===== config.mk =====
export PLATFORM = sky130hd
export DESIGN_NAME = rgb_to_yuv444
export DESIGN_NICKNAME = d
export VERILOG_FILES = /design/src/rtl/rgb_to_yuv444.sv
export SDC_FILE = /design/constraint.sdc
export NUM_CORES = 1
export LEC_CHECK = 0
export BUFFER_PORTS_ARGS = -buffer_cell sky130_fd_sc_hd__buf_2
export CAP_MARGIN = 20
export CORE_MARGIN = 2
export CORE_UTILIZATION = 45
export DETAILED_ROUTE_END_ITERATION = 16
export SYNTH_ARGS = -nofsm -noshare
export SYNTH_HDL_FRONTEND = slang
export SYNTH_SLANG_ARGS = --single-unit

===== constraint.sdc =====
create_clock -name aclk -period 29.2 [get_ports aclk]
set_input_delay 1.46 -clock aclk [delete_from_list [all_inputs] [get_ports aclk]]
set_output_delay 1.46 -clock aclk [all_outputs]
set_load 0.02 [all_outputs]

===== src/rtl/rgb_to_yuv444.sv =====
// Streaming RGB888 -> Y'UV444 converter, 2 pixels per 64-bit beat, 4-stage handshaked pipeline.
// Define RGB2YUV_FULL_RANGE_EN for JPEG full-range coefficients; the default is BT.601 studio range.
module rgb_to_yuv444 #(
   parameter int DATA_WIDTH = 64,
   parameter int USER_WIDTH = 1,
   parameter int DEST_WIDTH = 1,
   parameter int CHAIN_ID   = 0
) (
   input  logic                    aclk,
   input  logic                    areset,
   input  logic [DATA_WIDTH-1:0]   src_t_data,
   input  logic                    src_t_valid,
   output logic                    src_t_ready,
   input  logic                    src_t_last,
   input  logic [USER_WIDTH-1:0]   src_t_user,
   input  logic [DATA_WIDTH/8-1:0] src_t_keep,
   input  logic [DATA_WIDTH/8-1:0] src_t_strb,
   output logic [DATA_WIDTH-1:0]   dst_t_data,
   output logic                    dst_t_valid,
   input  logic                    dst_t_ready,
   output logic                    dst_t_last,
   output logic [USER_WIDTH-1:0]   dst_t_user,
   output logic [DEST_WIDTH-1:0]   dst_t_dest,
   output logic [DATA_WIDTH/8-1:0] dst_t_keep,
   output logic [DATA_WIDTH/8-1:0] dst_t_strb,
   output logic                    dst_t_id
);

   typedef logic signed [31:0] word_t;

`ifdef RGB2YUV_FULL_RANGE_EN
   localparam int signed OFF_Y = 0;
   localparam int signed COEF [9] = '{77, 150, 29, -43, -85, 128, 128, -107, -21};
`else
   localparam int signed OFF_Y = 16;
   localparam int signed COEF [9] = '{66, 129, 25, -38, -74, 112, 112, -94, -18};
`endif
   localparam int signed OFFS [3] = '{OFF_Y, 128, 128};

   function automatic logic [7:0] clamp8(input word_t x);
      if (x < 0)
         return 8'd0;
      else if (x > 255)
         return 8'd255;
      else
         return x[7:0];
   endfunction

   // Per pixel: channel index 0=R 1=G 2=B; output index 0=Y 1=U 2=V.
   logic [7:0]            s1_c    [2][3];
   word_t                 s2_prod [2][9];
   word_t                 s3_sum  [2][3];
   logic [DATA_WIDTH-1:0] s4_data;

   logic                  s1_last, s2_last, s3_last;
   logic [USER_WIDTH-1:0] s1_user, s2_user, s3_user;
   logic [DEST_WIDTH-1:0] s1_dest, s2_dest, s3_dest;

   logic v1, v2, v3;
   logic load1, adv1, adv2, adv3, adv4;

   // Ready ripples back from dst; a stage may take a new beat whenever it is empty or draining.
   assign adv4        = dst_t_valid & dst_t_ready;
   assign adv3        = v3 & (~dst_t_valid | dst_t_ready);
   assign adv2        = v2 & (~v3 | adv3);
   assign adv1        = v1 & (~v2 | adv2);
   assign src_t_ready = ~v1 | adv1;
   assign load1       = src_t_valid & src_t_ready;

   assign dst_t_keep = '1;
   assign dst_t_strb = '1;
   assign dst_t_id   = 1'b0;

   // NOTE: registers use non-blocking assignments so every stage samples the pre-edge value of its predecessor.
   always_ff @(posedge aclk) begin
      if (areset) begin
         v1          <= 1'b0;
         v2          <= 1'b0;
         v3          <= 1'b0;
         dst_t_valid <= 1'b0;
         dst_t_last  <= 1'b0;
      end else begin
         // Load has priority over drain, so a stage that does both stays valid.
         if (load1)     v1 <= 1'b1;
         else if (adv1) v1 <= 1'b0;
         if (adv1)      v2 <= 1'b1;
         else if (adv2) v2 <= 1'b0;
         if (adv2)      v3 <= 1'b1;
         else if (adv3) v3 <= 1'b0;
         if (adv3)      dst_t_valid <= 1'b1;
         else if (adv4) dst_t_valid <= 1'b0;
         if (adv3)      dst_t_last <= s3_last;
      end
   end

   // NOTE: datapath registers carry no reset; their contents are qualified by the valid flags.
   always_ff @(posedge aclk) begin
      if (load1) begin
         for (int p = 0; p < 2; p++) begin
            s1_c[p][0] <= src_t_data[32*p+16 +: 8];
            s1_c[p][1] <= src_t_data[32*p+8 +: 8];
            s1_c[p][2] <= src_t_data[32*p +: 8];
         end
         s1_last <= src_t_last;
         s1_user <= src_t_user >> 1;
         s1_dest <= src_t_user[0] ? DEST_WIDTH'(CHAIN_ID) : '0;
      end
      if (adv1) begin
         for (int p = 0; p < 2; p++)
            for (int k = 0; k < 9; k++)
               s2_prod[p][k] <= COEF[k] * word_t'({24'd0, s1_c[p][k % 3]});
         s2_last <= s1_last;
         s2_user <= s1_user;
         s2_dest <= s1_dest;
      end
      if (adv2) begin
         for (int p = 0; p < 2; p++)
            for (int o = 0; o < 3; o++)
               s3_sum[p][o] <= (s2_prod[p][3*o] + s2_prod[p][3*o+1] + s2_prod[p][3*o+2]
                                + 32'sd128) >>> 8;
         s3_last <= s2_last;
         s3_user <= s2_user;
         s3_dest <= s2_dest;
      end
      if (adv3) begin
         dst_t_data <= s4_data;
         dst_t_user <= s3_user;
         dst_t_dest <= s3_dest;
      end
   end

   // NOTE: defaulting every output first keeps this combinational block free of latches.
   always_comb begin
      s4_data = '0;
      for (int p = 0; p < 2; p++) begin
         s4_data[32*p+16 +: 8] = clamp8(s3_sum[p][0] + OFFS[0]);
         s4_data[32*p+8 +: 8]  = clamp8(s3_sum[p][1] + OFFS[1]);
         s4_data[32*p +: 8]    = clamp8(s3_sum[p][2] + OFFS[2]);
      end
   end

   // Byte 3 of each input pixel is padding.
   logic unused_inputs;
   assign unused_inputs = ^{src_t_data[63:56], src_t_data[31:24], src_t_keep, src_t_strb};

   // Partial beats are still converted; flag them so the upstream bug is visible in simulation.
   always @(posedge aclk) begin
      if (!areset && load1)
         assert (&src_t_keep && &src_t_strb)
         else $error("rgb_to_yuv444: input beat with partial t_keep/t_strb");
   end

endmodule

# Word-level counts from Yosys, hierarchy flattened
# Memories as Yosys holds them, arrays and structs flattened.
# Index checks and enable logic that the tools add are counted.
# Widths: inputs -> output; s select.
dict set report totals {
  elab_cells 108
  mem_bits_rw 618
  mem_count 3
  output_inout_bits 86
  ff_bits 56
}
# name words word_bits read_ports rd_ports_with_merged_regs wr line_no
set mem_list {}
lappend mem_list {s2_prod 2 189 2 0 2 51} ;# word_t s2_prod [2][9];
lappend mem_list {s3_sum 2 96 2 0 2 52} ;# word_t s3_sum [2][3];
lappend mem_list {s1_c 2 24 2 0 2 50} ;# logic [7:0] s1_c [2][3];
dict set report op_classes {
  reduce_logical 4
  multipliers 18
  order_cmp 12
  n_addsub 24
  n_bitwise 13
  muxes 20
}
# op count
set op_table {}
lappend op_table {{$add 32x32->32} 12}
lappend op_table {{$add 32x9->32 const B} 10}
lappend op_table {{$gt 32x9->1 const B} 6}
lappend op_table {{$lt 32x1->1 const B} 6}
lappend op_table {{$add 32x6->32 const B} 2}
lappend op_table {{$mul 7x9->16 const A} 4}
lappend op_table {{$mux 8} 6}
lappend op_table {{$mul 3x8->11 const A} 4}
lappend op_table {{$mul 8x8->16 const A} 2}
lappend op_table {{$mul 6x9->15 const A} 2}
lappend op_table {{$mul 5x9->14 const A} 2}
lappend op_table {{$mul 6x8->14 const A} 2}
lappend op_table {{$mul 5x8->13 const A} 2}
lappend op_table {{$mux 1} 14}
lappend op_table {{$reduce_bool 2->1} 4}
lappend op_table {{$and 1x1->1} 5}
lappend op_table {{$not 1->1} 4}
lappend op_table {{$or 1x1->1} 4}

# Logic depth before layout (Yosys ltp)
dict set report depth {
  word_depth 11
  ltp_mapped 18
}

# Worst setup path before layout
# OpenSTA, ideal clock, no wires.
dict set report synth_timing {
  path_type {input port to flip-flop}
  from {input port dst_t_ready}
  to {register s2_last (enable)}
  n_path_buf 0
  arrival_ns 11.933
  setup_slack_ns 16.413
  path_stages 3
  setup_time_ns 0.854
  path_cell_list {nor2b_1 > and3_1 > nor2b_1}
}
dict set report synth_via {
  elab_chain_cells 6
}
# item line_no
set synth_rtl {}
lappend synth_rtl {{start: declaration} 20} ;# input logic dst_t_ready,
lappend synth_rtl {{$or 1x1->1} 64} ;# assign adv3 = v3 & (~dst_t_valid | dst_t_ready);
lappend synth_rtl {{$and 1x1->1} 64}
lappend synth_rtl {{$or 1x1->1} 65} ;# assign adv2 = v2 & (~v3 | adv3);
lappend synth_rtl {{$and 1x1->1} 65}
lappend synth_rtl {{$or 1x1->1} 66} ;# assign adv1 = v1 & (~v2 | adv2);
lappend synth_rtl {{$and 1x1->1} 66}
lappend synth_rtl {{via adv1} 60} ;# logic load1, adv1, adv2, adv3, adv4;
lappend synth_rtl {{end signal: assignment} 112} ;# s2_last <= s1_last;
lappend synth_rtl {{end: declaration} 55} ;# logic s1_last, s2_last, s3_last;
# The timed path passes the listed nets, and every way through them passes these cells.
# A chain may end at the register's enable or synchronous reset.

==> flow_summary_export.csv <==
group,metric,value,unit
power_and_ir_drop,power_density,86.6,nW/µm²
worst_setup_path,critical_path.max_fanout,9,
clocking,cts_root_buffer,"clkbuf_16",
sta,setup_viol,0,
detailed_routing,via_per_inst,5.12,
synth,yosysSeqAreaShare,39.9,%
global_routing,antenna_found_initial,6,
clocking,post_cts_resized,0,
synth,synth_area,33800,µm²
worst_setup_path,cp.required,29520,ps
worst_setup_path,crit_top_cell,"inv_1",
placed_design,port_buffers,103,
finish,n_antenna_cell,0,
global_routing,grt_max_degree,188,
global_routing,grt_use_total,18.2,%
detailed_routing,dr.pass1.iters,5,
hold_path,whs_path_depth,0,
finish,fillCellCount,6522,
worst_setup_path,path_class,"register to register",
worst_setup_path,ff2ff_path_depth,15,
synth,synth-async-reset-ratio,0,%
finish,syn_to_final_growth,10.5,%
clocking,post_cts_buffers,0,
power_and_ir_drop,p_leak,17.2,nW
sta,max_clock_freq,195,MHz
job,maxCapViolations,0,
die,rows,100,
detailed_routing,wl_per_cell,17.1,µm
detailed_routing,detail_route.wirelength,68700,µm
finish,drive_gt1_share,7.69,%
worst_setup_path,path_cells,"inv_1 > ha_1 > inv_1 > fa_1 > inv_1 > fa_1 > inv_1 > ha_1 > ha_1 > a21oi_1 > o21bai_1 > a21oi_1 > o21ai_0 > mux2_2 > a2111oi_0",
worst_setup_path,start_kind,"register",
sta,fin_tns_setup,0,ps
die,core,74300,µm²
detailed_routing,vias,20600,
worst_setup_path,critical_path.slowest_cell,"edfxtp_1",
die,start_util,45.4,%
placed_design,place_hpwl,53000,µm
synth,synth_area_per_cell,11.8,µm²
clocking,clockBufferDepth,3,
sta,fin_crit,5140,ps
clocking,htreeDepth,2,
placed_design,dpl_cell_area,35400,µm²
detailed_routing,drtIter0Drc,1052,
synth,synthFlopType,"edfxtp_1",
worst_setup_path,critPathBufInv,4,
sta,worstMarginPinSlew,1030,ps
placed_design,gp_congestion,0.811,
synth,yosysTopAreaCell,"edfxtp_1",
die,dieHeight,278,µm
finish,fin_nets,3884,
sta,slew_viol_final,0,
clocking,cts_tree,"yes",
finish,layout_common_cells,"ha_1, inv_1, edfxtp_1",
global_routing,grt_pass1_vias,21200,
clocking,cts_sinks,450,
sta,rsz0062_at_grt,"no",
worst_setup_path,cp.arrival,5460,ps
power_and_ir_drop,ir_drop,0.0519,mV
clocking,cts-buffers-inserted,54,
worst_setup_path,crit_cells,15,
global_routing,grt-ovfl-total,0,
synth,synth_top_cell_area_share,39.6,%
sta,slew_headroom,31.1,%
sta,hold_viol,0,
synth,synth_edf_count,445,
clocking,clk_pin_slew_worst_paths,60,ps
synth,synth_area_leaders,"edfxtp_1, ha_1, fa_1",
synth,ys_ff_latch,450,
synth,synth_cells,2855,
worst_setup_path,endpoint_kind,"register",
sta,skew,29.1,ps
die,die_area,77200,µm²
synth,ys_types,79,
detailed_routing,ant_nets,0,
global_routing,grt_pass1_wl,112000,µm
clocking,insertion_delay,620,ps
synth,ys_warn_count,0,
detailed_routing,drc_errors,0,
worst_setup_path,slowest_delay,760,ps
sta,min_period_over_period,17.6,%
worst_setup_path,crit_family,"adder cells",
finish,stdcell_area,37300,µm²
run_status,outcome,"complete, no violations",
die,fp.dieW,278,µm
clocking,holdBufCountCts,0,
hold_path,hp-class,"register to register",
die,num_io_pins,172,
finish,final_common_cell,"ha_1",
-- cell families (layout without fill, tap and decap cells) --
family	Yosys count	count (layout)	synth area share, %
xor+xnor	181	181	4.70
compound gates	426	426	8.44
flops	450	450	39.9
fa+ha+maj	788	788	33.6
buf+inv	597	765	7.04
mux	8	8	0.248
simple gates	403	403	6.11
other cells	2	35	0.0222
-- area by class of cell --
class	instances	area [µm²]	share of cell area [%]
clock buffers	62	1450	3.87
clock inverters	40	440	1.18
inverters	553	2080	5.57
multi-input cells	1841	18100	48.5
flip-flops and latches	450	13500	36.1
well taps	969	1210	3.25
repair buffers	110	581	1.56
-- cells in the mapped netlist, drive strengths merged (5+ instances only) --
master	n
a31oi	13
a211oi	14
a21o	50
xor2	68
a2111oi	15
o21a	34
nor4	6
a21oi	134
mux2i	5
nor2	86
buf	40
o211ai	14
xnor2	113
a41oi	5
and2	5
nor2b	26
nand2	84
o21ai	75
o21bai	22
nand4	16
fa	196
edfxtp	445
and3	23
nand3	42
and4	9
nand2b	14
dfxtp	5
nor3	52
inv	553
or2	5
or3	17
a21boi	9
ha	592
-- path summary, 6_finish.rpt --
kind	from	end	slack, ps
setup / recovery	s1_c[0][21]	s2_prod[0][145]	24060
hold / removal	s2_last	s3_last	420
setup reg to reg	s1_c[0][21]	s2_prod[0][145]	24060
hold reg to reg	s2_last	s3_last	420
-- per-stage QoR --
step	worst slack, ps	cells	hold slack (ps)	util (%)	power [W]
after floorplan	16410	2888	400	-	0.00217
after global placement	24140	3923	404	47.6	0.00248
after detailed placement	24120	3923	408	47.6	0.00253
after CTS	24070	4025	422	50.2	0.00327
after global routing	23740	4025	425	50.2	0.00352
final	24060	4025	421	50.2	0.00323
-- metal layers --
layer	routed length [µm]	up-vias	track usage, %
met5	0	-	0
met4	1520	0	4.59
met3	3000	89	2.66
met2	30400	352	28.7
met1	33900	10000	26.4
li1	-	10200	-
-- sequential cells by signal (all words and copies together) (netlist names) --
| signal | cells |
|---|---|
| dst_t_last | 1 |
| v1 | 1 |
| dst_t_valid | 1 |
| s3_sum | 116 |
| dst_t_data | 48 |
| v2 | 1 |
| v3 | 1 |
| s2_last | 1 |
| s3_last | 1 |
| s1_last | 1 |
| s1_c | 48 |
| s2_prod | 230 |
-- power breakdown --
group | leakage, nW | total (W) | switching (W) | internal [W]
Combinational | 12.1 | 0.00152 | 0.000855 | 0.000663
Sequential | 4.16 | 0.000998 | 0.0000656 | 0.000932
Clock | 0.925 | 0.000713 | 0.000279 | 0.000434
Total | 17.2 | 0.00323 | 0.00120 | 0.00203
(Power assumes the default switching activity.)
